$ cat config.mk
export PLATFORM = sky130hd
export DESIGN_NAME = seg_scan_ctrl
export DESIGN_NICKNAME = d
export VERILOG_FILES = /design/src/rtl/seg_scan_ctrl.sv
export SDC_FILE = /design/constraint.sdc
export NUM_CORES = 1
export LEC_CHECK = 0
export CELL_PAD_IN_SITES_DETAIL_PLACEMENT = 0
export CELL_PAD_IN_SITES_GLOBAL_PLACEMENT = 1
export CORE_ASPECT_RATIO = 1.25
export CORE_UTILIZATION = 47
export CTS_CLUSTER_DIAMETER = 30
export DETAILED_ROUTE_END_ITERATION = 7
export PLACE_DENSITY = 0.86
export RECOVER_POWER = 100
export SYNTH_ARGS = -nofsm -noshare
export SYNTH_HDL_FRONTEND = slang
export SYNTH_SLANG_ARGS = --single-unit
export TNS_END_PERCENT = 30
$ cat constraint.sdc
create_clock -name display_clk -period 5.09 [get_ports display_clk]
set_input_delay 1.527 -clock display_clk [delete_from_list [all_inputs] [get_ports display_clk]]
set_output_delay 1.527 -clock display_clk [all_outputs]
set_load 0.01 [all_outputs]
$ cat src/rtl/seg_scan_ctrl.sv
// ---------------------------------------------------------------------------
// seg_scan_ctrl : multiplexed 7-segment scanner with PWM dimming, blinking,
//                 leading-zero blanking and frame-synchronous (tear-free) load
// Rev 1.0
// ---------------------------------------------------------------------------
`default_nettype none

module seg_scan_ctrl #(
  parameter int N_DIGITS     = 4,
  parameter int PWM_BITS     = 3,
  parameter int BLINK_FRAMES = 128
) (
  input  logic                    display_clk,
  input  logic                    reset,
  input  logic                    en,
  input  logic [4*N_DIGITS-1:0]   value,
  input  logic [N_DIGITS-1:0]     dp_in,
  input  logic                    load,
  input  logic                    blank_lz,
  input  logic [PWM_BITS-1:0]     brightness,
  input  logic [N_DIGITS-1:0]     blink_mask,
  output logic [6:0]              seg_n,
  output logic                    dp_n,
  output logic [N_DIGITS-1:0]     an_n,
  output logic                    frame_done
);

  localparam int DW = (N_DIGITS > 1) ? $clog2(N_DIGITS) : 1;
  localparam int FW = (BLINK_FRAMES > 1) ? $clog2(BLINK_FRAMES) : 1;
  localparam logic [DW-1:0] c_last_digit = DW'(N_DIGITS - 1);
  localparam logic [FW-1:0] c_last_frame = FW'(BLINK_FRAMES - 1);

  logic [PWM_BITS-1:0]   slot_q,       slot_d;
  logic [DW-1:0]         digit_q,      digit_d;
  logic [FW-1:0]         frame_cnt_q,  frame_cnt_d;
  logic                  phase_q,      phase_d;
  logic                  pending_q,    pending_d;
  logic [4*N_DIGITS-1:0] shadow_val_q, shadow_val_d;
  logic [N_DIGITS-1:0]   shadow_dp_q,  shadow_dp_d;
  logic [4*N_DIGITS-1:0] active_val_q, active_val_d;
  logic [N_DIGITS-1:0]   active_dp_q,  active_dp_d;
  logic [6:0]            seg_n_q,      seg_n_d;
  logic                  dp_n_q,       dp_n_d;
  logic [N_DIGITS-1:0]   an_n_q,       an_n_d;
  logic                  frame_done_q, frame_done_d;

  logic                  w_slot_wrap;
  logic                  w_frame_wrap;
  logic [N_DIGITS-1:0]   w_lz_blank;
  logic [3:0]            w_nib;
  logic                  w_dp;
  logic                  w_blink;
  logic                  w_lzb;
  logic [N_DIGITS-1:0]   w_an_sel;
  logic                  w_lit;
  logic [6:0]            w_glyph;

  // Scan counters, blink timing and the shadow/active handoff.
  always_comb begin
    w_slot_wrap  = &slot_q;
    w_frame_wrap = w_slot_wrap && (digit_q == c_last_digit);

    slot_d      = slot_q + 1'b1;
    digit_d     = digit_q;
    frame_cnt_d = frame_cnt_q;
    phase_d     = phase_q;
    if (w_slot_wrap) begin
      digit_d = (digit_q == c_last_digit) ? '0 : digit_q + 1'b1;
    end
    if (w_frame_wrap) begin
      if (frame_cnt_q == c_last_frame) begin
        frame_cnt_d = '0;
        phase_d     = ~phase_q;
      end else begin
        frame_cnt_d = frame_cnt_q + 1'b1;
      end
    end

    // Boundary commit happens before the load so a coincident load stays pending.
    pending_d    = pending_q;
    shadow_val_d = shadow_val_q;
    shadow_dp_d  = shadow_dp_q;
    active_val_d = active_val_q;
    active_dp_d  = active_dp_q;
    if (w_frame_wrap && pending_q) begin
      active_val_d = shadow_val_q;
      active_dp_d  = shadow_dp_q;
      pending_d    = 1'b0;
    end
    if (load) begin
      shadow_val_d = value;
      shadow_dp_d  = dp_in;
      pending_d    = 1'b1;
    end
  end

  // Leading-zero run from the most significant digit; digit 0 is never blanked.
  always_comb begin
    logic lz_run;
    w_lz_blank = '0;
    lz_run     = blank_lz;
    for (int k = N_DIGITS - 1; k >= 1; k--) begin
      lz_run        = lz_run && (active_val_q[4*k +: 4] == 4'h0) && !active_dp_q[k];
      w_lz_blank[k] = lz_run;
    end
  end

  always_comb begin
    w_nib    = 4'h0;
    w_dp     = 1'b0;
    w_blink  = 1'b0;
    w_lzb    = 1'b0;
    w_an_sel = '1;
    for (int k = 0; k < N_DIGITS; k++) begin
      if (digit_q == DW'(k)) begin
        w_nib       = active_val_q[4*k +: 4];
        w_dp        = active_dp_q[k];
        w_blink     = blink_mask[k];
        w_lzb       = w_lz_blank[k];
        w_an_sel[k] = 1'b0;
      end
    end

    case (w_nib)
      4'h0:    w_glyph = 7'b0000001;
      4'h1:    w_glyph = 7'b1001111;
      4'h2:    w_glyph = 7'b0010010;
      4'h3:    w_glyph = 7'b0000110;
      4'h4:    w_glyph = 7'b1001100;
      4'h5:    w_glyph = 7'b0100100;
      4'h6:    w_glyph = 7'b0100000;
      4'h7:    w_glyph = 7'b0001111;
      4'h8:    w_glyph = 7'b0000000;
      4'h9:    w_glyph = 7'b0000100;
      4'hA:    w_glyph = 7'b0001000;
      4'hB:    w_glyph = 7'b1100000;
      4'hC:    w_glyph = 7'b0110001;
      4'hD:    w_glyph = 7'b1000010;
      4'hE:    w_glyph = 7'b0110000;
      default: w_glyph = 7'b0111000;
    endcase

    w_lit = en && (slot_q <= brightness) && !w_lzb && !(phase_q && w_blink);

    an_n_d       = w_lit ? w_an_sel : '1;
    seg_n_d      = w_lit ? w_glyph : 7'h7F;
    dp_n_d       = w_lit ? ~w_dp : 1'b1;
    frame_done_d = w_frame_wrap;
  end

  always_ff @(posedge display_clk or posedge reset) begin
    if (reset) begin
      slot_q       <= '0;
      digit_q      <= '0;
      frame_cnt_q  <= '0;
      phase_q      <= 1'b0;
      pending_q    <= 1'b0;
      shadow_val_q <= '0;
      shadow_dp_q  <= '0;
      active_val_q <= '0;
      active_dp_q  <= '0;
      seg_n_q      <= 7'h7F;
      dp_n_q       <= 1'b1;
      an_n_q       <= '1;
      frame_done_q <= 1'b0;
    end else begin
      slot_q       <= slot_d;
      digit_q      <= digit_d;
      frame_cnt_q  <= frame_cnt_d;
      phase_q      <= phase_d;
      pending_q    <= pending_d;
      shadow_val_q <= shadow_val_d;
      shadow_dp_q  <= shadow_dp_d;
      active_val_q <= active_val_d;
      active_dp_q  <= active_dp_d;
      seg_n_q      <= seg_n_d;
      dp_n_q       <= dp_n_d;
      an_n_q       <= an_n_d;
      frame_done_q <= frame_done_d;
    end
  end

  assign seg_n      = seg_n_q;
  assign dp_n       = dp_n_q;
  assign an_n       = an_n_q;
  assign frame_done = frame_done_q;

endmodule

`default_nettype wire
# Yosys cells after proc, flatten, opt, wreduce, memory -nomap -nowiden
# Memories as Yosys holds them, arrays and structs flattened.
# Cells that the tools add are included.
[totals]
elab_cells = 74
input_bits = 32
n_memories = 1
ff_bits = 67
rom_bits = 112
output_inout_bits = 13
[memory_table]
columns = ["name", "depth", "width", "rd", "rd_ports_with_merged_regs", "write_ports", "line", "text"]
rows = [
  ["(name not given)", 16, 7, 1, 0, 0, "124", "case (w_nib)"],
]
[classes]
n_mux = 26
bitwise = 2
n_eq_ne = 4
n_addsub = 3
order_cmp = 1
reduce_logical = 24
[op_table]
columns = ["operator", "n"]
rows = [
  ["$mux 4", 5],
  ["$mux 1", 18],
  ["$mux 7", 2],
  ["$logic_and 1x1->1", 12],
  ["$logic_not 4->1", 3],
  ["$add 7x1->7 const B", 1],
  ["$eq 7x7->1 const B", 1],
  ["$logic_not 1->1", 5],
  ["$eq 2x2->1 const B", 2],
  ["$add 3x1->3 const B", 1],
  ["$le 3x3->1", 1],
  ["$reduce_and 3->1", 1],
  ["$add 2x1->2 const B", 1],
  ["$eq 2x1->1 const B", 1],
  ["$logic_not 2->1", 1],
  ["$mux 2", 1],
  ["$not 1->1", 2],
  ["$reduce_and 2->1", 1],
  ["$reduce_bool 2->1", 1],
]

# Depth between registers and ports, before layout
[logic_depth]
ltp_word = 14
depth_mapped = 11
depth_no_buf = 10

# Worst setup path before layout
# Ideal clock, no wire load.
[synth_path]
kind = "input port to flip-flop"
from = "in brightness[1]"
to = "reg seg_n_q[5], in the netlist seg_n[5]"
setup_ps = 94
stages = 8
required_ps = 4996
arrival_ps = 2741
slack_ps = 2255
n_path_buf = 1
path_cell_list = "inv_1 ha_1 nor2b_1 o21ai_0 a32oi_1 nor4_4 buf_6 o221ai_2"
[synth_via]
elab_chain_len = 5
[synth_rtl]
columns = ["item", "line", "text"]
rows = [
  ["start, declared", "20", "input logic [PWM_BITS-1:0] brightness,"],
  ["$le 3x3->1", "143", "w_lit = en && (slot_q <= brightness) && !w_lzb && !(phase_q && w_blink);"],
  ["$logic_and 1x1->1 (3 in a row)", "143", ""],
  ["$mux 7", "146", "seg_n_d = w_lit ? w_glyph : 7'h7F;"],
  ["via seg_n_d[5]", "42", "logic [6:0] seg_n_q, seg_n_d;"],
  ["end signal, assigned", "176", "seg_n_q <= seg_n_d;"],
  ["end, declared", "42", ""],
]
# The timed path passes the listed nets, and every way through them passes these cells.
# A chain may end at the register's enable or synchronous reset.

==> run_results.csv <==
group,metric,value,unit
outcome,outcome,"finished, violations left",
outcome,violations,"capacitance limit, slew limit",
placement,numPortBuffers,44,
synth,yosysWarnings,0,
synth,yosysMostFrequentCell,"dfrtp_1",
floorplan,rows,33,
detailed_routing,drtAntennaViolNets,0,
sta,hold_viol,0,
clocking,cts_hold_buf,0,
synth,synth_area,3150,um^2
detailed_routing,wl_per_cell,13.8,um
placement,gp_congestion,0.835,
critical_path,worstReg2RegEnd,"active_val_q[14]$_DFFE_PP0P_",
critical_path,crit_fanout,53,
global_routing,grt_start_max_net_pins,54,
worst_hold_path,holdPathEnd,"slot_q[0]$_DFF_PP0_",
power,p_seq_frac,0.489,
synth,synth_common_cells,"55 x dfrtp_1, 40 x mux2_2, 25 x nand2_1",
critical_path,r2r_slack,2.50,ns
detailed_routing,dr.pass1.iters,5,
power,ir_drop,206,uV
clocking,htreeDepth,3,
clocking,tritoncts,"yes",
finish,area_delta_synth_final,22.2,%
clocking,clock_latency,0.36,ns
power,clock_power_share,0.401,
floorplan,die_area,7030,um^2
finish,fin_area,3840,um^2
synth,synth.avg_cell_area,12.5,um^2
global_routing,grt_pass1_wl,9210,um
floorplan,die_h,93.5,um
detailed_routing,vias,2037,
placement,placed_cell_area,3630,um^2
sta,finalMaxSlewViolations,54,
detailed_routing,vias_per_cell,5.24,
critical_path,crit_type,"in2async",
global_routing,grtUsageTotal,0.181,
sta,holdWs,0.457,ns
floorplan,io_pins,45,
critical_path,end_kind,"asynchronous set/reset pin",
critical_path,r2r-start,"digit_q[0]$_DFFE_PP0P_",
global_routing,grt_pass1_vias,1954,
worst_hold_path,holdPathStages,1,
synth,yosys.area.top_type,"dfrtp_1",
finish,antenna_cells,0,
worst_hold_path,hold_path_class,"reg2reg",
critical_path,rr_worst_depth,5,
synth,synth_area_leaders,"dfrtp_1 44%, mux2_2 14%, dfstp_2 10%",
clocking,clk_path_buf_depth,2,
global_routing,grt_antenna_before_repair,0,
detailed_routing,drtIter0Drc,68,
synth,synth_flop_cell,"dfrtp_1",
sta,finClkSkew,0.0112,ns
synth,synth_cells,251,
floorplan,core,6520,um^2
sta,rsz0062_at_grt,"no",
critical_path,crit_path_start_kind,"input pin",
detailed_routing,drc,0,
synth,synth_edf_count,0,
placement,dp.cells,373,
floorplan,start_util,0.482,
clocking,clock_sinks,67,
power,p_leak,1.61,nW
synth,synthArstFlopShare,1.00,
critical_path,crit_arrival,4.10,ns
sta,min_period,3.70,ns
power,p_sw_frac,0.240,
floorplan,die_x,75.2,um
power,internal-power,0.934,mW
power,cellPowerDensity,319,nW/um^2
sta,fin_crit_sh,0.727,
finish,layout.nets,345,
power,p_sw,0.294,mW
sta,tns,0,ns
synth,ys_types,41,
sta,max_freq,270,MHz
critical_path,crit_required,5.48,ns
clocking,cts_root_buffer,"clkbuf_8",
synth,ys_seq_elements,67,
detailed_routing,wl,5380,um
clocking,path_clk_slew,0.08,ns
synth,syn-num-nets,299,
synth,yosysTopAreaCellShare,0.437,
clocking,ctsResizeCount,0,
finish,utilization,0.589,
placement,place_hpwl,3930,um
global_routing,grt.overflow.total,0,
synth,ys_seq_area_frac,0.538,
finish,drive_gt1_frac,0.258,
sta,max_slew.worst_pin.slew,1.90,ns
clocking,cts_setup_buffers,0,
sta,setup_viol_count_final,0,
job,max_cap_viol_count,1,
worst_hold_path,worstHoldStart,"slot_q[0]$_DFF_PP0_",
finish,fin_cells,389,
power,combPwrFrac,0.111,
clocking,cts_made_buffers,9,
sta,slew-limit-headroom,-0.265,
[worst max-delay path, cell delays in order]
cell and delay [ns]:
dlygate4sd3_1 0.53, inv_1 1.35, clkbuf_1 0.68
[cell families after synthesis]
kind of cell / Yosys count / share of synthesized area
flops: 67 / 0.538
buf+inv: 24 / 0.0394
compound gates: 35 / 0.0875
fa+ha+maj: 16 / 0.0636
xor+xnor: 6 / 0.0167
simple gates: 60 / 0.103
mux: 43 / 0.153
[stage by stage]
stage / power [mW] / setup slack (ns)
after detailed placement: 0.754 / 1.36
after floorplan: 0.694 / 1.90
final: 1.23 / 1.39
after global routing: 1.29 / 0.838
after CTS: 1.25 / 1.70
after global placement: 0.750 / 1.43
[sequential cells by signal (all words and copies together), names as in the netlist]
name	count
shadow_dp_q	4
active_dp_q	4
frame_done	1
shadow_val_q	16
dp_n	1
seg_n	7
digit_q	2
an_n	4
pending_q	1
frame_cnt_q	7
active_val_q	16
slot_q	3
phase_q	1
[cell type report]
cell class                 instances  area, um^2
fill                             563        2680
tap                               87         109
sequential                        67        1690
clock buffer                       9         124
multi-input combinational        160        1330
timing repair buffer              45         444
inverter                          14        52.6
clock inverter                     7        98.8
[power groups by stage]
stage	sequential, mW	combinational, mW	clock (mW)
floorplan	0.607	0.0870	0
global placement	0.609	0.141	0
detailed placement	0.611	0.143	0
CTS	0.601	0.144	0.508
global route	0.606	0.152	0.531
finish	0.600	0.136	0.492
[per-layer routing]
layer  GRT usage  routed length, um
met2       0.279               2590
met3      0.0399                186
met5           0                  0
met1       0.227               2460
met4       0.116                143
[how the worst max path moves through the flow]
stage                                    to  slack, ns           from  cells past startpoint
2_1_floorplan    active_dp_q[0]$_DFFE_PP0P_       1.90          reset                      1
4_1_cts                  seg_n[1]$_DFF_PP1_       1.70  brightness[1]                      8
5_1_grt        active_val_q[14]$_DFFE_PP0P_       0.84          reset                      3
3_5_place_dp             seg_n[1]$_DFF_PP1_       1.36  brightness[1]                      8
3_3_place_gp             seg_n[0]$_DFF_PP1_       1.43  brightness[1]                      8
6_report       active_val_q[10]$_DFFE_PP0P_       1.39          reset                      3
[cells in the final DEF (no fill, tap or decap), drive strengths merged, types with 7 or more instances in the layout]
cell,count
dfstp,12
dfrtp,55
mux2,40
ha,16
o21ai,10
nand2,25
clkbuf,10
a21oi,7
clkdlybuf4s50,28
inv,17
nor2,9
dlygate4sd3,16
Note: power is estimated with default switching activity, not from simulation.
